===== src/rtl/shifter_stage_pkg.sv =====
// Shared types and constants for the operand/shifter stage feeding the ALU.
// Build option SHIFTER_REGSHIFT_EN (see shifter_stage.sv) selects register-specified shift support.
package shifter_stage_pkg;

  localparam int unsigned WORD_WIDTH = 32;
  localparam int unsigned OPCODE_W   = 4;
  localparam int unsigned SHAMT_W    = 8;
  localparam int unsigned SHIFT_W    = 5;
  localparam int unsigned IMM8_W     = 8;
  localparam int unsigned ROT_W      = 4;

  localparam logic [WORD_WIDTH-1:0] WORD_ZERO = '0;

  typedef enum logic [1:0] {
    SH_LSL = 2'd0,
    SH_LSR = 2'd1,
    SH_ASR = 2'd2,
    SH_ROR = 2'd3
  } sh_type_e;

  typedef enum logic {
    ST_ACCEPT = 1'b0,
    ST_RSHIFT = 1'b1
  } state_e;

  // ARM data-processing opcodes carried through to the ALU
  typedef enum logic [OPCODE_W-1:0] {
    ALU_AND = 4'h0, ALU_EOR = 4'h1, ALU_SUB = 4'h2, ALU_RSB = 4'h3,
    ALU_ADD = 4'h4, ALU_ADC = 4'h5, ALU_SBC = 4'h6, ALU_RSC = 4'h7,
    ALU_TST = 4'h8, ALU_TEQ = 4'h9, ALU_CMP = 4'hA, ALU_CMN = 4'hB,
    ALU_ORR = 4'hC, ALU_MOV = 4'hD, ALU_BIC = 4'hE, ALU_MVN = 4'hF
  } alu_op_e;

  typedef struct packed {
    logic [OPCODE_W-1:0]   opcode;
    logic [WORD_WIDTH-1:0] rn;
    logic [WORD_WIDTH-1:0] op2;
    logic                  carry;
  } alu_req_t;

  typedef struct packed {
    logic [OPCODE_W-1:0]   opcode;
    logic [WORD_WIDTH-1:0] rn;
    logic [WORD_WIDTH-1:0] rm;
    sh_type_e              sh_type;
    logic [SHAMT_W-1:0]    amount;
    logic                  carry_in;
  } rshift_op_t;

endpackage


===== src/rtl/shifter_stage_barrel_shift.sv =====
// Combinational 32-bit ARM barrel shifter. imm_enc=1 applies the immediate-shift
// encoding (amount 0 means 32 / RRX); imm_enc=0 applies register-shift rules on an 8-bit amount.
module barrel_shift
  import shifter_stage_pkg::*;
(
  input  logic [WORD_WIDTH-1:0] value,
  input  sh_type_e              sh_type,
  input  logic [SHAMT_W-1:0]    amount,
  input  logic                  imm_enc,
  input  logic                  carry_in,
  output logic [WORD_WIDTH-1:0] result,
  output logic                  carry_out
);

  logic [SHIFT_W-1:0]    n;
  logic                  amt_zero;
  logic                  amt_32;
  logic                  amt_over;
  logic                  msb;
  logic [WORD_WIDTH-1:0] sign_fill;
  logic [WORD_WIDTH-1:0] lsl_r;
  logic [WORD_WIDTH-1:0] lsr_r;
  logic [WORD_WIDTH-1:0] asr_r;
  logic [WORD_WIDTH-1:0] ror_r;
  logic                  lsl_c;
  logic                  rsh_c;

  assign n         = amount[SHIFT_W-1:0];
  assign amt_zero  = (amount == '0);
  assign amt_32    = (amount == SHAMT_W'(WORD_WIDTH));
  assign amt_over  = (amount > SHAMT_W'(WORD_WIDTH));
  assign msb       = value[WORD_WIDTH-1];
  assign sign_fill = {WORD_WIDTH{msb}};

  // Primitive results, valid for shift counts 1..31
  assign lsl_r = value << n;
  assign lsr_r = value >> n;
  assign asr_r = $unsigned($signed(value) >>> n);
  assign ror_r = lsr_r | (value << (6'(WORD_WIDTH) - {1'b0, n}));
  assign lsl_c = value[SHIFT_W'(32'(WORD_WIDTH) - 32'(n))];
  assign rsh_c = value[SHIFT_W'(n - SHIFT_W'(1))];

  always_comb begin
    result    = value;
    carry_out = carry_in;
    if (imm_enc) begin
      case (sh_type)
        SH_LSL: begin
          if (n != '0) begin
            result    = lsl_r;
            carry_out = lsl_c;
          end
        end
        SH_LSR: begin
          if (n == '0) begin
            result    = WORD_ZERO;
            carry_out = msb;
          end else begin
            result    = lsr_r;
            carry_out = rsh_c;
          end
        end
        SH_ASR: begin
          if (n == '0) begin
            result    = sign_fill;
            carry_out = msb;
          end else begin
            result    = asr_r;
            carry_out = rsh_c;
          end
        end
        SH_ROR: begin
          if (n == '0) begin
            result    = {carry_in, value[WORD_WIDTH-1:1]};
            carry_out = value[0];
          end else begin
            result    = ror_r;
            carry_out = rsh_c;
          end
        end
      endcase
    end else if (!amt_zero) begin
      case (sh_type)
        SH_LSL: begin
          if (amt_32) begin
            result    = WORD_ZERO;
            carry_out = value[0];
          end else if (amt_over) begin
            result    = WORD_ZERO;
            carry_out = 1'b0;
          end else begin
            result    = lsl_r;
            carry_out = lsl_c;
          end
        end
        SH_LSR: begin
          if (amt_32) begin
            result    = WORD_ZERO;
            carry_out = msb;
          end else if (amt_over) begin
            result    = WORD_ZERO;
            carry_out = 1'b0;
          end else begin
            result    = lsr_r;
            carry_out = rsh_c;
          end
        end
        SH_ASR: begin
          if (amt_32 || amt_over) begin
            result    = sign_fill;
            carry_out = msb;
          end else begin
            result    = asr_r;
            carry_out = rsh_c;
          end
        end
        SH_ROR: begin
          // Multiples of 32 leave the value intact but still produce a carry
          if (n == '0) begin
            result    = value;
            carry_out = msb;
          end else begin
            result    = ror_r;
            carry_out = rsh_c;
          end
        end
      endcase
    end
  end

endmodule


===== src/rtl/shifter_stage.sv =====
// Operand-2 / shifter pipeline stage in front of the ALU with a registered valid/ready output.
// Define SHIFTER_REGSHIFT_EN to support register-specified shifts (adds the ST_RSHIFT cycle).
module shifter_stage
  import shifter_stage_pkg::*;
#(
  parameter int unsigned WordWidth = WORD_WIDTH
) (
  input  logic                 in_Clk,
  input  logic                 in_nRst,
  input  logic                 in_Valid,
  output logic                 out_Ready,
  input  logic [OPCODE_W-1:0]  in_Opcode,
  input  logic [WordWidth-1:0] in_Rn,
  input  logic [WordWidth-1:0] in_Rm,
  input  logic [WordWidth-1:0] in_Rs,
  input  logic                 in_ImmMode,
  input  logic [IMM8_W-1:0]    in_Imm8,
  input  logic [ROT_W-1:0]     in_Rot4,
  input  logic [1:0]           in_ShType,
  input  logic [SHIFT_W-1:0]   in_ShImm5,
  input  logic                 in_ShReg,
  input  logic                 in_CarryIn,
  output logic                 out_Valid,
  input  logic                 in_Ready,
  output logic [WordWidth-1:0] out_Rn,
  output logic [WordWidth-1:0] out_Op2,
  output logic                 out_Carry,
  output logic [OPCODE_W-1:0]  out_Opcode
);

  alu_req_t              out_q;
  alu_req_t              out_d;
  logic                  out_valid_q;
  logic                  load_en_c;
  logic                  load_out;

  logic [WORD_WIDTH-1:0] sh_value;
  sh_type_e              sh_type;
  logic [SHAMT_W-1:0]    sh_amount;
  logic                  sh_imm_enc;
  logic                  sh_carry_in;
  logic [WORD_WIDTH-1:0] sh_result;
  logic                  sh_carry_out;
  logic [OPCODE_W-1:0]   cur_opcode;
  logic [WORD_WIDTH-1:0] cur_rn;

  // Output slot is free, or its current contents retire this cycle
  assign load_en_c = !out_valid_q || in_Ready;

`ifdef SHIFTER_REGSHIFT_EN
  state_e     state;
  state_e     state_nxt;
  rshift_op_t rsh_q;
  logic       capture;
  logic       unused_rs_hi;

  assign unused_rs_hi = ^in_Rs[WordWidth-1:SHAMT_W];

  always_ff @(posedge in_Clk or negedge in_nRst) begin
    if (!in_nRst) begin
      state <= ST_ACCEPT;
      rsh_q <= '0;
    end else begin
      state <= state_nxt;
      if (capture) begin
        rsh_q <= '{opcode:   in_Opcode,
                   rn:       in_Rn,
                   rm:       in_Rm,
                   sh_type:  sh_type_e'(in_ShType),
                   amount:   in_Rs[SHAMT_W-1:0],
                   carry_in: in_CarryIn};
      end
    end
  end

  // Register shifts latch in the accept cycle and compute in ST_RSHIFT
  always_comb begin
    state_nxt = state;
    capture   = 1'b0;
    load_out  = 1'b0;
    out_Ready = 1'b0;
    case (state)
      ST_ACCEPT: begin
        out_Ready = load_en_c;
        if (in_Valid && load_en_c) begin
          if (!in_ImmMode && in_ShReg) begin
            capture   = 1'b1;
            state_nxt = ST_RSHIFT;
          end else begin
            load_out = 1'b1;
          end
        end
      end
      ST_RSHIFT: begin
        if (load_en_c) begin
          load_out  = 1'b1;
          state_nxt = ST_ACCEPT;
        end
      end
      default: state_nxt = ST_ACCEPT;
    endcase
  end
`else
  logic unused_inputs;

  assign unused_inputs = ^{in_Rs, in_ShReg};
  assign out_Ready     = load_en_c;
  assign load_out      = in_Valid && load_en_c;
`endif

  // Single shifter instance, fed from live inputs or the latched register-shift op
  always_comb begin
    cur_opcode  = in_Opcode;
    cur_rn      = in_Rn;
    sh_carry_in = in_CarryIn;
    if (in_ImmMode) begin
      sh_value   = WORD_WIDTH'(in_Imm8);
      sh_type    = SH_ROR;
      sh_amount  = SHAMT_W'({in_Rot4, 1'b0});
      sh_imm_enc = 1'b0;
    end else begin
      sh_value   = in_Rm;
      sh_type    = sh_type_e'(in_ShType);
      sh_amount  = SHAMT_W'(in_ShImm5);
      sh_imm_enc = 1'b1;
    end
`ifdef SHIFTER_REGSHIFT_EN
    if (state == ST_RSHIFT) begin
      cur_opcode  = rsh_q.opcode;
      cur_rn      = rsh_q.rn;
      sh_carry_in = rsh_q.carry_in;
      sh_value    = rsh_q.rm;
      sh_type     = rsh_q.sh_type;
      sh_amount   = rsh_q.amount;
      sh_imm_enc  = 1'b0;
    end
`endif
  end

  barrel_shift u_barrel_shift (
    .value     (sh_value),
    .sh_type   (sh_type),
    .amount    (sh_amount),
    .imm_enc   (sh_imm_enc),
    .carry_in  (sh_carry_in),
    .result    (sh_result),
    .carry_out (sh_carry_out)
  );

  assign out_d = '{opcode: cur_opcode, rn: cur_rn, op2: sh_result, carry: sh_carry_out};

  always_ff @(posedge in_Clk or negedge in_nRst) begin
    if (!in_nRst) begin
      out_valid_q <= 1'b0;
      out_q       <= '0;
    end else if (load_out) begin
      out_valid_q <= 1'b1;
      out_q       <= out_d;
    end else if (in_Ready) begin
      out_valid_q <= 1'b0;
    end
  end

  assign out_Valid  = out_valid_q;
  assign out_Rn     = out_q.rn;
  assign out_Op2    = out_q.op2;
  assign out_Carry  = out_q.carry;
  assign out_Opcode = out_q.opcode;

endmodule


===== config.mk =====
export PLATFORM = sky130hd
export DESIGN_NAME = shifter_stage
export DESIGN_NICKNAME = d
export VERILOG_FILES = /design/src/rtl/shifter_stage_pkg.sv /design/src/rtl/shifter_stage_barrel_shift.sv /design/src/rtl/shifter_stage.sv
export SDC_FILE = /design/constraint.sdc
export NUM_CORES = 1
export LEC_CHECK = 0
export ABC_AREA = 1
export CAP_MARGIN = 30
export CORE_MARGIN = 8
export CORE_UTILIZATION = 41
export CTS_CLUSTER_DIAMETER = 40
export DETAILED_ROUTE_END_ITERATION = 12
export PLACE_DENSITY_LB_ADDON = 0.08
export RECOVER_POWER = 25
export REMOVE_ABC_BUFFERS = 1
export SLEW_MARGIN = 25
export SYNTH_ARGS = -nofsm -noshare
export SYNTH_HDL_FRONTEND = slang
export SYNTH_SLANG_ARGS = --single-unit

===== constraint.sdc =====
create_clock -name in_Clk -period 1.6 [get_ports in_Clk]
set_clock_uncertainty 0.1 [all_clocks]
set_input_delay 0.32 -clock in_Clk [delete_from_list [all_inputs] [get_ports in_Clk]]
set_output_delay 0.32 -clock in_Clk [all_outputs]
set_load 0.005 [all_outputs]

==> impl_metrics.env, run 1 <==
export IMPL_outcome="finished, violations left"
export IMPL_violations="setup timing"
export IMPL_arrival_ns=2.40
export IMPL_rows=57
export IMPL_synth_commonest_cells="nand2_1, nand3_1, nor2_1, inv_1, a21oi_1"
export IMPL_cts_root_buf="clkbuf_16"
export IMPL_area_delta_synth_final_pct=72.7
export IMPL_cpLargestDelayFamily="simple AND/OR/NAND/NOR gates"
export IMPL_maxCapViolations=0
export IMPL_synthTopCellsByArea="nand2_1, nand3_1, dfrtp_1"
export IMPL_die_width_um=172
export IMPL_grt_max_degree=46
export IMPL_start_util_pct=41.5
export IMPL_ys_ff_latch=70
export IMPL_htreeDepth=3
export IMPL_max_stage_delay_ns=0.34
export IMPL_drc=0
export IMPL_pin_count=197
export IMPL_critPathKind="in -> reg"
export IMPL_yosys_warnings=0
export IMPL_finalSetupTns_ns=-17.96
export IMPL_tritoncts="built"
export IMPL_syn_avg_cell_area_sq_um=5.56
export IMPL_die_h_um=172
export IMPL_postLayoutSetupSlackWorst_ns=-0.669
export IMPL_power_internal_mw=6.51
export IMPL_vias=16100
export IMPL_async_flop_share_pct=100
export IMPL_r2r_setup_slack_ns=-0.22
export IMPL_setup_viol=33
export IMPL_switchingPower_mw=5.54
export IMPL_clock_path_buffers=2
export IMPL_ant_nets=0
export IMPL_antenna_found_initial=0
export IMPL_drt_pass1_iter_count=6
export IMPL_core_area_sq_um=24200
export IMPL_start_kind="input pin"
export IMPL_seq_power_share_pct=18.8
export IMPL_drt_iter0_markers=2382
export IMPL_clock_latency_ns=0.34
export IMPL_dp_hpwl_um=46700
export IMPL_maxSlewViolCount=0
export IMPL_fin_crit_sh_pct=142
export IMPL_dieArea_sq_um=29700
export IMPL_crit_path_end_kind="flop"
export IMPL_synth_distinct_cells=48
export IMPL_netlist_area_sq_um=10000
export IMPL_max_clock_freq_mhz=441
export IMPL_synth_cells=1807
export IMPL_p_leak_nw=8.70
export IMPL_p_comb_share_pct=64.1
export IMPL_synth_area_leader_cell="nand2_1"
export IMPL_yosysSeqAreaShare_pct=17.4
export IMPL_grt_use_total_pct=41.3
export IMPL_clk_pin_slew_ns=0.06
export IMPL_cts_buffers=9
export IMPL_drive_gt1_share_pct=37.2
export IMPL_p_clk_share_pct=17.2
export IMPL_path_max_fanout=6
export IMPL_worst_hold_path_type="reg -> reg"
export IMPL_io_buffers=163
export IMPL_synth_top_area_share_pct=24.9
export IMPL_gr_total_overflow=0
export IMPL_grt_setup_unrepaired="yes"
export IMPL_hold_viol=0
export IMPL_crit_path_cell_trace="buf_12 > inv_8 > nand2_4 > nand2_4 > buf_6 > ha_4 > inv_8 > buf_12 > o21ai_2 > buf_6 > nand2_2 > nand2_1 > nand2_1 > nand3b_1 > nand2_2 > nand2_2 > nand3_2 > nand3_2 > nand2_1"
export IMPL_synth_ff_type="dfrtp_1"
export IMPL_wirelength_um=64700
export IMPL_gp_congestion=1.07
export IMPL_irDropWorstVdd_mv=0.549
export IMPL_relSlewSlack_pct=56.5
export IMPL_layout_min_cycle_time_ns=2.27
export IMPL_post_drt_wl_per_cell_um=24.7
export IMPL_viasPerCell=6.17
export IMPL_synth_edf_count=0
export IMPL_swShare_pct=46.0
export IMPL_grt_pass1_vias=15100
export IMPL_p_per_area_nw_per_um2=695
export IMPL_hold_slack_ns=0.372
export IMPL_nNetsFinal=2418
export IMPL_crit_slowest_cell="ha_4"
export IMPL_clock_sinks=70
export IMPL_crit_required_ns=1.73
export IMPL_antenna_cells=0
export IMPL_worst_pin_slew_ns=0.652
export IMPL_synthMostInstantiatedCell="nand2_1"
export IMPL_worst_path_buf_inv=6
export IMPL_grt_pass1_wl_um=91500
power by group through the flow:
stage,combinational (mW),sequential (mW),clock (mW)
final,7.71,2.26,2.07
after global routing,8.10,2.30,2.16
after CTS,6.88,2.26,2.08
after detailed placement,6.27,2.29,0
after global placement,6.23,2.29,0
after floorplan,2.76,2.31,0
kinds of logic (layout without fill, tap and decap cells):
group | count (synthesis) | after routing | share of synthesized area, %
and+or+nand+nor | 1315 | 1315 | 59.2
buffers and inverters | 203 | 686 | 10.1
xor gates and xnor gates | 3 | 3 | 0.262
adders and majority gates | 7 | 7 | 0.872
AOI/OAI and AO/OA | 209 | 209 | 12.1
DFF | 70 | 70 | 17.4
through the flow:
| step | instances | utilization [%] | power (mW) | instance area (sq um) | worst slack (ns) |
|---|---|---|---|---|---|
| after floorplan | 1697 | - | 5.07 | 9370 | -3.29 |
| after global placement | 2537 | 59.6 | 8.52 | 14400 | -1.87 |
| after detailed placement | 2537 | 59.6 | 8.57 | 14400 | -1.90 |
| after CTS | 2596 | 67.6 | 11.2 | 16400 | -0.529 |
| after global routing | 2614 | 71.7 | 12.6 | 17300 | -0.712 |
| final | 2614 | 71.7 | 12.0 | 17300 | -0.669 |
tightest hold or removal path: stages (launching register included):
cell and delay [ns]:
dfrtp_1 0.33, nand2_1 0.05, nand2_1 0.06
cell type report:
cell class	count	area, sq um
clock buffer	10	229
clock inverter	6	70.1
fill	2070	6840
inverter	93	404
multi-input combinational	1534	8890
sequential	70	1750
tap	324	405
timing repair buffer	577	5590
per-layer routing:
metal	vias to the layer above	routed length, um	global-route usage [%]
li1	7052	-	-
met1	7463	23400	50.4
met2	1272	27700	62.8
met3	352	7800	10.3
met4	0	5720	29.2
met5	-	0	0
path summary, 6_finish.rpt:
kind                                     to        from  cells past startpoint
worst min register to register   out_Rn[16]  out_Rn[16]                      2
min in group asynchronous       out_Op2[15]     in_nRst                      2
worst min-delay path             out_Rn[16]  out_Rn[16]                      2
max in group asynchronous        out_Op2[2]     in_nRst                      3
worst max register to register  out_Op2[18]   out_Valid                      8
worst max-delay path              out_Carry  in_ImmMode                     19
state kept, by name (all words and copies together), names as in the netlist:
| signal | cells |
|---|---|
| out_Carry | 1 |
| out_Op2 | 32 |
| out_Opcode | 4 |
| out_Rn | 32 |
| out_Valid | 1 |
what timing repair did:
item                       in CTS  in global routing
resized for setup             435                224
gates cloned                   11                  2
setup endpoints to repair     137                 70
hold endpoints to repair       18                  0
buffers inserted               33                 19
pin swaps                      91                 98
hold buffers                    1                  0
cells in the final DEF (no fill, tap or decap), drive strengths merged:
master,n
o21bai,1
a21oi,71
and2,6
dfrtp,70
buf,412
nand2,695
clkinv,2
bufbuf,4
a311oi,1
nor2,115
clkbuf,13
a221oi,3
ha,7
o211ai,25
dlygate4sd3,1
and3,1
o21ai,79
o221ai,5
xnor2,1
nand4,10
o32ai,1
xor2,2
clkinvlp,3
clkdlybuf4s50,62
o31ai,3
dlygate4sd2,86
inv,93
clkdlybuf4s15,4
a22oi,9
dlymetal6s2s,5
o311ai,1
a31oi,7
a2111oi,1
bufinv,1
or2,8
o22ai,1
a221o,1
nor3,4
nand3,472
nand3b,4
(Power assumes the default switching activity.)
==> inputs of run 2 (changes only) <==
--- a/config.mk
+++ b/config.mk
@@ -11,6 +11,7 @@
 export CORE_UTILIZATION = 41
 export CTS_CLUSTER_DIAMETER = 40
 export DETAILED_ROUTE_END_ITERATION = 12
+export MAX_ROUTING_LAYER = met4
 export PLACE_DENSITY_LB_ADDON = 0.08
 export RECOVER_POWER = 25
 export REMOVE_ABC_BUFFERS = 1
==> run 2 against run 1 <==
The run still ends with setup timing left. Routed wire length down 1.0%. Final cell count increased by 0.92%. First-iteration DRC count fell by 2.6%. Highest routed layer unchanged.
==> impl_metrics.env, run 2 (synthesis gave the netlist of run 1 again) <==
export IMPL_max_clock_freq_mhz=416
export IMPL_hold_depth=2
export IMPL_crit_slowest_cell="nand3b_1"
export IMPL_hold_slack_ns=0.375
export IMPL_p_comb_share_pct=64.3
export IMPL_setup_viol=33
export IMPL_max_stage_delay_ns=0.33
export IMPL_antenna_found_initial=0
export IMPL_cts_buffers=9
export IMPL_switchingPower_mw=5.51
export IMPL_startpoint="in_ImmMode"
export IMPL_cpLargestDelayFamily="simple AND/OR/NAND/NOR gates"
export IMPL_design_area_sq_um=17700
export IMPL_timing_rr_end="out_Op2[18]"
export IMPL_grt_pass1_wl_um=90600
export IMPL_grt_setup_unrepaired="yes"
export IMPL_power_internal_mw=6.51
export IMPL_dieArea_sq_um=29700
export IMPL_r2r_setup_slack_ns=-0.27
export IMPL_outcome="finished, violations left"
export IMPL_grt_use_total_pct=41.5
export IMPL_relSlewSlack_pct=56.3
export IMPL_tritoncts="built"
export IMPL_p_clk_share_pct=16.9
export IMPL_grt_max_degree=71
export IMPL_rows=57
export IMPL_hold_viol=0
export IMPL_r2r_cells=8
export IMPL_vias=16300
export IMPL_grt_pass1_vias=15300
export IMPL_drc=0
export IMPL_p_per_area_nw_per_um2=681
export IMPL_core_area_sq_um=24200
export IMPL_area_delta_synth_final_pct=75.8
export IMPL_start_kind="input pin"
export IMPL_pin_count=197
export IMPL_multi_input_area_sq_um=9100
export IMPL_die_width_um=172
export IMPL_postPlaceCellArea_sq_um=14300
export IMPL_viasPerCell=6.18
export IMPL_path_max_fanout=8
export IMPL_crit_required_ns=1.72
export IMPL_r2r_start="out_Valid"
export IMPL_maxCapViolations=0
export IMPL_io_buffers=163
export IMPL_layout_min_cycle_time_ns=2.40
export IMPL_nNetsFinal=2439
export IMPL_htreeDepth=3
export IMPL_arrival_ns=2.52
export IMPL_die_h_um=172
export IMPL_worst_hold_path_type="reg -> reg"
export IMPL_postLayoutSetupSlackWorst_ns=-0.804
export IMPL_hold_path_end="out_Rn[3]"
export IMPL_clock_sinks=70
export IMPL_min_from="out_Rn[3]"
export IMPL_worst_path_buf_inv=5
export IMPL_crit_path_end_kind="flop"
export IMPL_maxSlewViolCount=0
export IMPL_worst_pin_slew_ns=0.655
export IMPL_fillerInstances=2006
export IMPL_start_util_pct=41.5
export IMPL_post_drt_wl_per_cell_um=24.3
export IMPL_drive_gt1_share_pct=39.3
export IMPL_violations="setup timing"
export IMPL_dp_hpwl_um=46700
export IMPL_fin_crit_sh_pct=150
export IMPL_wirelength_um=64000
export IMPL_fin_total_pwr_mw=12.0
export IMPL_clk_pin_slew_ns=0.06
export IMPL_seq_area_sq_um=1750
export IMPL_drt_pass1_iter_count=7
export IMPL_drt_iter0_markers=2321
export IMPL_ant_nets=0
export IMPL_p_leak_nw=8.83
export IMPL_finalSetupTns_ns=-17.70
export IMPL_clock_path_buffers=2
export IMPL_crit_path_frequent_cell="nand2_1"
export IMPL_final_common_cell="nand2_1"
export IMPL_final_cell_mix="nand2_1, nand3_1, buf_4, nand3_2, nand2_2"
export IMPL_clock_latency_ns=0.33
export IMPL_swShare_pct=45.8
export IMPL_crit_path_cell_trace="buf_12 > clkinv_8 > buf_6 > buf_12 > buf_6 > nand3_1 > nand2_1 > o21ai_2 > nand2_1 > nand2_1 > nand2_1 > nand3b_1 > nand2_2 > nand2_2 > nand3_2 > nand3_2 > nand2_1"
export IMPL_fin_util_pct=73.0
export IMPL_cp_num_cells=17
export IMPL_seq_power_share_pct=18.8
export IMPL_gp_congestion=1.11
export IMPL_gr_total_overflow=0
export IMPL_cts_root_buf="clkbuf_16"
export IMPL_critPathKind="in -> reg"
export IMPL_irDropWorstVdd_mv=0.528
-- run 2: how the worst max path moves through the flow --
stage,to,slack (ns)
2_1_floorplan,out_Carry,-3.29
3_3_place_gp,out_Op2[7],-1.90
3_5_place_dp,out_Op2[7],-1.95
4_1_cts,out_Op2[18],-0.51
5_1_grt,out_Carry,-0.76
6_report,out_Carry,-0.80
-- run 2: per-layer routing --
layer / global-route usage, % / wire [um] / vias up
li1: - / - / 7078
met5: - / 0 / -
met1: 49.4 / 23000 / 7538
met3: 8.38 / 7620 / 369
met4: 28.3 / 5710 / 0
met2: 62.3 / 27700 / 1321
-- run 2: layout make-up --
cell class                 count  area share (%)
timing repair buffer         597            32.2
timing repair inverter         1          0.0354
sequential                    70            9.92
antenna                        3          0.0425
multi-input combinational   1534            51.6
tap                          324            2.30
clock inverter                 6           0.404
clock buffer                  10            1.30
inverter                      93            2.25
-- run 2: tightest hold or removal path: stages (launching register included) --
cell	delay (ns)
dfrtp_1	0.34
nand2_1	0.05
nand2_1	0.05
-- run 2: per-stage QoR --
stage / setup WS, ns / instances
finish: -0.804 / 2638
global route: -0.760 / 2635
floorplan: -3.29 / 1697
global placement: -1.90 / 2532
detailed placement: -1.95 / 2532
CTS: -0.514 / 2606
-- run 2: what timing repair did --
action                                  in CTS  in global routing
gates cloned                                 8                  3
pin swaps                                   86                100
setup buffers                               52                 30
hold buffers                                 1                  0
endpoints found under the setup margin     137                 69
gates resized for setup                    441                287
hold endpoints to repair                    70                  0
-- run 2: power groups by stage --
stage / Combinational, mW / Clock, mW / Sequential (mW)
after CTS: 6.70 / 2.07 / 2.26
after global routing: 8.12 / 2.14 / 2.31
after detailed placement: 6.21 / 0 / 2.29
after floorplan: 2.76 / 0 / 2.31
after global placement: 6.16 / 0 / 2.28
final: 7.73 / 2.03 / 2.26
